<file path="src/rtl/seg_scan_ctrl.sv">
// seg_scan_ctrl: time-multiplexed scan controller for an 8-digit seven-segment
// display. It holds a double-buffered digit store (shadow/active) and steps a
// digit index once every CLK_DIV clocks. A commit request copies shadow to
// active only at the frame boundary (index wrap 7->0), so the display never
// shows a half-updated frame.
// Optional feature macro: LEADING_ZERO_BLANK_EN (leading-zero suppression).

module seg_scan_ctrl #(
   parameter int CLK_DIV    = 100000,
   parameter int NUM_DIGITS = 8
) (
   input  logic       clk,
   input  logic       reset,
   input  logic       wr_en,
   input  logic [2:0] wr_addr,
   input  logic [3:0] wr_data,
   input  logic       commit_req,
   input  logic       blank,
   output logic [3:0] digit_val,
   output logic [2:0] digit_sel,
   output logic       digit_en,
   output logic       commit_pending,
   output logic       frame_tick
);

   localparam int             IW       = $clog2(NUM_DIGITS);
   localparam int             PW       = (CLK_DIV > 2) ? $clog2(CLK_DIV) : 1;
   localparam logic [PW-1:0]  PRE_LAST = PW'(CLK_DIV - 1);
   localparam logic [IW-1:0]  IDX_LAST = IW'(NUM_DIGITS - 1);

   logic [PW-1:0] prescaler;
   logic [IW-1:0] idx;
   logic [3:0]    shadow [NUM_DIGITS];
   logic [3:0]    active [NUM_DIGITS];
   logic          en_q;
   logic          step_idx;
   logic          wrap;
   logic          do_copy;

   assign step_idx = (prescaler == PRE_LAST);
   assign wrap     = step_idx && (idx == IDX_LAST);
   // A request arriving on the wrap cycle itself is honoured immediately.
   assign do_copy  = wrap && (commit_pending || commit_req);

   // Prescaler, digit index, frame tick and registered enable.
   always_ff @(posedge clk) begin
      // NOTE: sequential state uses non-blocking assignments so every register
      // samples pre-edge values, independent of statement order.
      if (reset) begin
         prescaler  <= '0;
         idx        <= '0;
         frame_tick <= 1'b0;
         en_q       <= 1'b0;
      end else begin
         frame_tick <= wrap;
         en_q       <= ~blank;
         if (step_idx) begin
            prescaler <= '0;
            idx       <= idx + 1'b1;
         end else begin
            prescaler <= prescaler + 1'b1;
         end
      end
   end

   // Shadow writes, commit tracking and frame-boundary copy to the active bank.
   always_ff @(posedge clk) begin
      if (reset) begin
         // NOTE: both digit banks are small register files that must read as
         // zero after reset, so they are cleared here rather than left as RAM.
         for (int i = 0; i < NUM_DIGITS; i++) begin
            shadow[i] <= '0;
            active[i] <= '0;
         end
         commit_pending <= 1'b0;
      end else begin
         if (wr_en) begin
            shadow[wr_addr] <= wr_data;
         end
         if (do_copy) begin
            // Copy sees pre-edge shadow; a same-edge write waits for a later commit.
            active         <= shadow;
            commit_pending <= 1'b0;
         end else if (commit_req) begin
            commit_pending <= 1'b1;
         end
      end
   end

   assign digit_sel = idx;
   assign digit_val = active[idx];

`ifdef LEADING_ZERO_BLANK_EN
   logic lz_blank;

   // Suppress a digit when it and every more-significant digit are zero.
   always_comb begin
      // NOTE: the default comes first so every path assigns lz_blank and no
      // latch is inferred.
      lz_blank = (idx != '0);
      for (int i = 0; i < NUM_DIGITS; i++) begin
         if ((IW'(i) >= idx) && (active[i] != 4'h0)) begin
            lz_blank = 1'b0;
         end
      end
   end

   assign digit_en = en_q & ~lz_blank;
`else
   assign digit_en = en_q;
`endif

endmodule

</file>
<file path="config.mk">
export PLATFORM = sky130hd
export DESIGN_NAME = seg_scan_ctrl
export DESIGN_NICKNAME = d
export VERILOG_FILES = /design/src/rtl/seg_scan_ctrl.sv
export SDC_FILE = /design/constraint.sdc
export NUM_CORES = 1
export LEC_CHECK = 0
export ABC_AREA = 1
export CAP_MARGIN = 20
export CORE_MARGIN = 3
export CORE_UTILIZATION = 50
export DETAILED_ROUTE_END_ITERATION = 10
export GPL_ROUTABILITY_DRIVEN = 0
export PLACE_DENSITY = 0.73
export REMOVE_ABC_BUFFERS = 1
export SLEW_MARGIN = 40
export SYNTH_ARGS = -nofsm -noshare
export SYNTH_HDL_FRONTEND = slang
export SYNTH_SLANG_ARGS = --single-unit
</file>
<file path="constraint.sdc">
create_clock -name clk -period 3.17 [get_ports clk]
set_input_delay 0.7925 -clock clk [delete_from_list [all_inputs] [get_ports clk]]
set_output_delay 0.7925 -clock clk [all_outputs]
set_load 0.01 [all_outputs]
</file>
; ---- Yosys cells after proc, flatten, opt, wreduce, memory -nomap -nowiden
; Index checks and enable logic that the tools add are counted.
[word_totals]
ff_bits = 87
in_bits = 12
out_inout_bits = 10
wordCells = 43
[classes]
n_lt_le_gt_ge = 3
n_eq_ne = 2
bitwise_logic = 3
n_reduce_logical = 6
mux = 6
n_addsub = 2
[op_table]
columns = op, count
row1 = $bwmux 32, 1
row2 = $add 17x1->17 const B, 1
row3 = $eq 17x17->1 const B, 1
row4 = $bmux 4 s3, 1
row5 = $demux 4 s3, 1
row6 = $mux 4, 3
row7 = $ge 4x4->1 const B, 2
row8 = $not 3->4, 2
row9 = $lt 4x1->1 const B, 1
row10 = $reduce_or 2->1, 2
row11 = $add 3x1->3 const B, 1
row12 = $eq 3x3->1 const B, 1
row13 = $logic_and 1x1->1, 3
row14 = $logic_or 1x1->1, 1
row15 = $not 1->1, 1

; ---- Longest topological paths before layout
; Gate-level depths: netlist of the first run.
[depth]
word_depth = 6
mapped_depth = 10
mapped_depth_nobuf = 9

; ---- Worst setup path before layout of the first run
; OpenSTA, ideal clock, no wires.
[synth_timing]
kind = reg2out
startpoint = register idx[0], in the netlist digit_sel[0]
endpoint = output port digit_val[3]
required_ns = 2.378
arrival_ns = 1.291
stages_incl_launch_ff = 7
slack_ns = 1.086
path_buffers = 2
cell_sequence = dfxtp_1 buf_2 inv_1 buf_2 a21oi_1 o21ai_0 a31oi_1
[synth_between]
elab_chain_cells = 4
[synth_rtl]
columns = element, line_no
row1 = from (decl), 32  ; logic [IW-1:0] idx;
row2 = from (signal assigned), 59  ; idx <= idx + 1'b1;
row3 = $not 3->4 (implied by the code), 91  ; assign digit_val = active[idx];
row4 = $bmux 4 s3, 91
row5 = $mux 4 (implied by the code) (2 in a row), 91
row6 = to (decl), 19  ; output logic [3:0] digit_val,
; Every way passes these cells. The select of a mux whose other input is x is not followed.

; ---- Final worst setup path of the first run
[layout_timing]
startpoint = register idx[1], in the netlist digit_sel[1]
endpoint = output port digit_val[3]
; Same word-level chain as after synthesis.

==> reports/metrics.csv, run 1 <==
metric,value,unit
drtAntennaViolNets,0,
vdd_drop_max,0.0002227,V
dieArea,9051,um2
multi_input_area,1848,um2
cts_htree_levels,3,
max_freq,338.7,MHz
vias,3323,
synth_top_cell_by_area,dfxtp_1,
synthTopCellsByArea,"dfxtp_1, nor2_1, nand2_1",
p_clk_frac,0.372,
max_slew_margin,0.5763,
grt_usage,0.2021,
grt_pass1_vias,3158,
syn_area_per_cell,7.107,um2
cts_root_buf,clkbuf_8,
antenna_found_initial,0,
sequentialPowerShare,0.585,
power_switching,0.4551,mW
clk_pin_slew,0.09,ns
slowest_delay,0.58,ns
status,finished clean,
power_frac_comb,0.043,
ys_types,32,
wl_per_cell,12.49,um
fp.coreArea,7486,um2
wirelength,8433,um
clock_path_buffers,2,
rsz0062_at_grt,false,
crit_chain,inv_1 > a21oi_1 > o21ai_0 > nand2_1 > nor2_1 > a31oi_1 > clkdlybuf4s50_1,
stdcell_count,675,
die_h,95.14,um
row_count,31,
die_x,95.14,um
final_cell_mix,"nor2_1, nand2_1, dfxtp_1, inv_1, o21ai_0",
tritoncts,done,
finalCritPeriodShare,0.9314,
cts_buffers,9,
post-place-cells,659,
leakage,2.048,nW
area_delta_synth_final,10.05,%
intPower,1.464,mW
pin_count,22,
num_antenna_cells,0,
drtIter0Drc,180,
fin_crit,2.953,ns
path_buf_inv,2,
nets,586,
synth_cells,559,
netlist.area_leader.share,0.4384,
synth_seq_area_share,0.4384,
criticalPathCategory,flip-flop to output pin,
cp_slowest_cell,clkdlybuf4s50_1,
place.port_buffers,21,
start_util,0.5307,
fin_tns_setup,0,ns
hold_slack,0.4527,ns
clock_sinks,87,
path_delay_family,buffers and inverters,
worstPathMaxFanout,12,
synth.cell_area,3973,um2
grt_start_max_net_pins,62,
yosysWarnings,0,
vias_per_cell,4.923,
clk_latency,0.36,ns
setup_viol,0,
arrival,2.16,ns
hp-class,flip-flop to flip-flop,
cp-start-kind,flip-flop,
cp.required,2.38,ns
layout_commonest_cell,nor2_1,
clock_skew,0.006333,ns
swShare,0.2371,
register_area,1743,um2
synth.ff_latch_count,87,
crit_path_end_kind,output pin,
power.density,439.1,nW/um2
overflow,0,
nFillCells,706,
finalMaxSlewViolations,0,
worst_pin_slew,0.6355,ns
layout-drive-gt1-share,0.1146,
grt_pass1_wl,14270,um
drc,0,
maxCapViolations,0,
dr.pass1.iters,5,
hpwlAfterDp,5824,um
hold_viol_final,0,
## through the flow
| step | area (um2) | power [mW] | setup WS [ns] | util |
|---|---|---|---|---|
| 2_1_floorplan | 3834 | 1.186 | 0.8652 | - |
| 3_3_place_gp | 4195 | 1.227 | 0.5471 | 0.5604 |
| 3_5_place_dp | 4195 | 1.231 | 0.4963 | 0.5604 |
| 4_1_cts | 4370 | 1.926 | 0.07127 | 0.5838 |
| 5_1_grt | 4372 | 1.989 | 0.04677 | 0.5840 |
| 6_report | 4372 | 1.919 | 0.2174 | 0.5840 |
## layout make-up
type / count / share of cell area
multi-input cells: 385 / 0.4227
flip-flops and latches: 87 / 0.3987
inverters: 65 / 0.05581
repair buffers: 23 / 0.05438
clock buffers: 12 / 0.03549
well taps: 99 / 0.02833
clock inverters: 4 / 0.004579
## repair_timing
item,in CTS,in global routing
endpoints found under the setup margin,0,4
resized for setup,0,1
setup buffers,0,0
hold buffers,0,0
## worst paths after layout
check | startpoint | end | slack [ns] | cells past startpoint
setup / recovery | digit_sel[1] | digit_val[3] | 0.22 | 7
hold / removal | prescaler[0] | prescaler[0] | 0.45 | 1
setup reg to reg | prescaler[0] | active[13] | 1.14 | 8
hold reg to reg | prescaler[0] | prescaler[0] | 0.45 | 1
## sequential cells by signal, indices dropped and copies added (netlist names)
| signal | cells |
|---|---|
| prescaler | 17 |
| commit_pending | 1 |
| active | 32 |
| shadow | 32 |
| digit_sel | 3 |
| frame_tick | 1 |
| digit_en | 1 |
## cell usage after synthesis
master and count:
ha_1 3, nor2_2 31, inv_1 61, inv_2 4
clkbuf_1 5, buf_2 6, nor3_1 8, o21ai_0 52
and3_1 1, buf_1 4, nand2_1 95, nor2_8 2
o31ai_1 1, nand3b_4 1, buf_6 6, a31oi_1 4
nand4_1 1, nor4_1 1, o21ai_2 1, xnor2_1 2
buf_4 1, nand4_4 1, nand3_1 7, nand2_2 2
nor2_1 138, nand3_4 2, nor3b_1 1, xor2_1 6
a21oi_1 21, nor2_4 2, dfxtp_1 87, or2_2 2
## power by group through the flow
stage | Sequential [mW] | Combinational (mW) | Clock (mW)
after detailed placement | 1.15 | 0.0822 | 0
after CTS | 1.12 | 0.0824 | 0.721
after floorplan | 1.15 | 0.0402 | 0
after global placement | 1.15 | 0.0797 | 0
after global routing | 1.13 | 0.0922 | 0.771
final | 1.12 | 0.0826 | 0.714
## worst reg2reg max path, stage by stage (launching register included)
cell	delay, ns
dfxtp_1	0.36
ha_1	0.19
nand2_2	0.11
nor2_8	0.16
nand3b_4	0.14
nor2_8	0.15
nand3_4	0.43
nor2_2	0.32
nor2_1	0.07
## metal layers
| layer | part of all wire | track usage |
|---|---|---|
| met1 | 0.48 | 0.2616 |
| met3 | 0.051 | 0.06077 |
| met2 | 0.45 | 0.3242 |
| met4 | 0.017 | 0.06130 |
| met5 | 0 | 0 |
## cell families (layout without fill, tap and decap cells)
logic type / count (synthesis) / after routing / share of synthesized area
fa+ha+maj: 3 / 3 / 0.009450
simple gates: 295 / 295 / 0.3358
xor+xnor: 8 / 8 / 0.01764
compound gates: 79 / 79 / 0.1024
flops: 87 / 87 / 0.4384
buf+inv: 87 / 104 / 0.09638
(Power assumes the default switching activity.)
==> inputs of run 2 (changes only) <==
Clock period 3.17 ns to 3.04 ns, I/O delays scaled along.
==> run 2 against run 1 <==
  * Setup slack worse by 0.12 ns
  * Final area rose by 1.8%
  * Via count up 0.45%
  * First-iteration DRC count up 13%
  * Wire length fell by 0.49%
  * Clock power rose by 23%
  * Sequential cell count is the same
==> reports/metrics.csv, run 2 (synthesized netlist as in run 1, its figures left out) <==
metric,value,unit,change
status,finished clean,,unchanged
placed_area,4195,um2,unchanged
layout-drive-gt1-share,0.1207,,was 0.1146
pin_count,22,,unchanged
multi_input_area,1848,um2,unchanged
finalCritPeriodShare,0.9682,,
power,2.133,mW,was 1.919 mW
vias_per_cell,4.916,,was 4.923
swShare,0.2249,,was 0.2371
clk_pin_slew,0.09,ns,about the same
cts_htree_levels,3,,unchanged
hp-class,flip-flop to flip-flop,,unchanged
drtIter0Drc,203,,was 180
antenna_found_initial,0,,unchanged
cts_buffers,9,,unchanged
sequentialPowerShare,0.548,,was 0.585
row_count,31,,unchanged
crit_path_end_kind,output pin,,unchanged
grt_pass1_vias,3100,,"was 3,158"
die_x,95.14,um,unchanged
grt_usage,0.1974,,was 0.2021
setup_viol,0,,unchanged
vias,3338,,"was 3,323"
arrival,2.18,ns,was 2.16 ns
criticalPathCategory,flip-flop to output pin,,unchanged
nFillCells,682,,was 706
wirelength,8392,um,was 8433 um
intPower,1.653,mW,was 1.464 mW
drtAntennaViolNets,0,,unchanged
power.density,479.1,nW/um2,was 439.1 nW/um2
worst_pin_slew,0.6297,ns,was 0.6355 ns
maxCapViolations,0,,unchanged
overflow,0,,unchanged
max_slew_margin,0.5802,,was 0.5763
dr.pass1.iters,5,,unchanged
hpwlAfterDp,5679,um,was 5824 um
cp.required,2.28,ns,was 2.38 ns
crit_chain,clkinvlp_4 > buf_4 > a21oi_1 > o21ai_0 > a31oi_1 > clkdlybuf4s50_1,,was inv_1 > a21oi_1 > o21ai_0 > nand2_1 > nor2_1 > a31oi_1 > clkdlybuf4s50_1
nets,590,,was 586
dieArea,9051,um2,unchanged
cp_slowest_cell,clkdlybuf4s50_1,,unchanged
slowest_delay,0.58,ns,about the same
cts_root_buf,clkbuf_8,,unchanged
die_h,95.14,um,unchanged
clock_sinks,87,,unchanged
finalMaxSlewViolations,0,,unchanged
max_freq,339.8,MHz,
p_clk_frac,0.411,,was 0.372
wl_per_cell,12.36,um,was 12.49 um
tritoncts,done,,unchanged
clock_path_buffers,2,,unchanged
worstPathMaxFanout,9,,was 12
grt_pass1_wl,13910,um,"was 14,270 um"
cp-start-kind,flip-flop,,unchanged
fin_crit,2.943,ns,
final_cell_mix,"nor2_1, nand2_1, dfxtp_1, inv_1, o21ai_0",,unchanged
vdd_drop_max,0.0002941,V,was 0.0002227 V
place.port_buffers,21,,unchanged
num_antenna_cells,0,,unchanged
hold_viol_final,0,,unchanged
drc,0,,unchanged
layout_commonest_cell,nor2_1,,unchanged
clk_latency,0.36,ns,about the same
start_util,0.5307,,unchanged
fin_tns_setup,0,ns,unchanged
power_frac_comb,0.040,,was 0.043
clock_skew,0.008823,ns,was 0.006333 ns
path_buf_inv,3,,was 2
fp.coreArea,7486,um2,unchanged
register_area,1745,um2,was 1743 um2
grt_start_max_net_pins,70,,was 62
postCtsHoldBufs,0,,unchanged
final_cell_area,4452,um2,was 4372 um2
leakage,2.102,nW,was 2.048 nW
area_delta_synth_final,12.06,%,was 10.05%
post-route-util,0.5947,,was 0.5840
reg.largest.list,"active: 32 flops, shadow: 32 flops, prescaler: 17 flops",,unchanged
power_switching,0.4796,mW,was 0.4551 mW
path_delay_family,buffers and inverters,,unchanged
hold_slack,0.4483,ns,was 0.4527 ns
run 2: changes by cell type in the layout (fill, tap and decap cells not counted), moves of 2 or more:
cell | before | now
buf_4 | 1 | 5
clkinv_2 | 4 | 0
clkinvlp_4 | 0 | 4
bufinv_16 | 0 | 2
clkbuf_8 | 11 | 9
clkdlybuf4s50_1 | 21 | 19
dlymetal6s2s_1 | 0 | 2
run 2: final cells by class:
| class | instances | share of cell area |
|---|---|---|
| multi-input combinational | 385 | 0.4151 |
| timing repair buffer | 27 | 0.06127 |
| tap | 99 | 0.02782 |
| sequential | 87 | 0.3921 |
| inverter | 65 | 0.05565 |
| clock inverter | 5 | 0.01855 |
| clock buffer | 11 | 0.02951 |
run 2: metal layers:
layer | part of all wire | GRT usage | up-vias
li1 | - | - | 1754
met3 | 0.056 | 0.03552 | 10
met5 | 0 | 0 | -
met2 | 0.45 | 0.3131 | 92
met4 | 0.015 | 0.08534 | 0
met1 | 0.48 | 0.2629 | 1482
run 2: worst register-to-register path, stage by stage (launching register included):
cell	delay, ns
dfxtp_1	0.39
buf_4	0.24
ha_1	0.20
ha_1	0.28
nand3_4	0.46
nor2_2	0.33
nor2_1	0.07
run 2: final timing paths:
kind                                      to  cells after the start  slack, ns         start
worst max-delay path            digit_val[3]                      6        0.1  digit_sel[0]
worst min-delay path            prescaler[0]                      1       0.45  prescaler[0]
worst max register to register    active[29]                      6       0.95  digit_sel[0]
worst min register to register  prescaler[0]                      1       0.45  prescaler[0]
run 2: what timing repair did:
item | CTS | global route
hold endpoints to repair | 0 | 0
buffers inserted | 0 | 4
endpoints found under the setup margin | 2 | 1
gates resized for setup | 1 | 4
run 2: per-stage QoR:
| stage | setup slack [ns] | cells |
|---|---|---|
| 3_3_place_gp | 0.4392 | 659 |
| 5_1_grt | -0.03204 | 679 |
| 6_report | 0.09677 | 679 |
| 4_1_cts | 0.09233 | 675 |
| 3_5_place_dp | 0.3419 | 659 |
| 2_1_floorplan | 0.7677 | 537 |
run 2: power by group through the flow:
| stage | sequential (mW) | clock [mW] | combinational [mW] |
|---|---|---|---|
| floorplan | 1.20 | 0 | 0.0419 |
| global route | 1.17 | 0.945 | 0.0965 |
| detailed placement | 1.20 | 0 | 0.0854 |
| finish | 1.17 | 0.877 | 0.0858 |
| CTS | 1.17 | 0.887 | 0.0859 |
| global placement | 1.20 | 0 | 0.0832 |
==> inputs of run 3 (changes only) <==
Settings changed: TNS_END_PERCENT from default to 10.
==> results of run 3 <==
Final layout, timing and power as in run 2 (identical DEF).
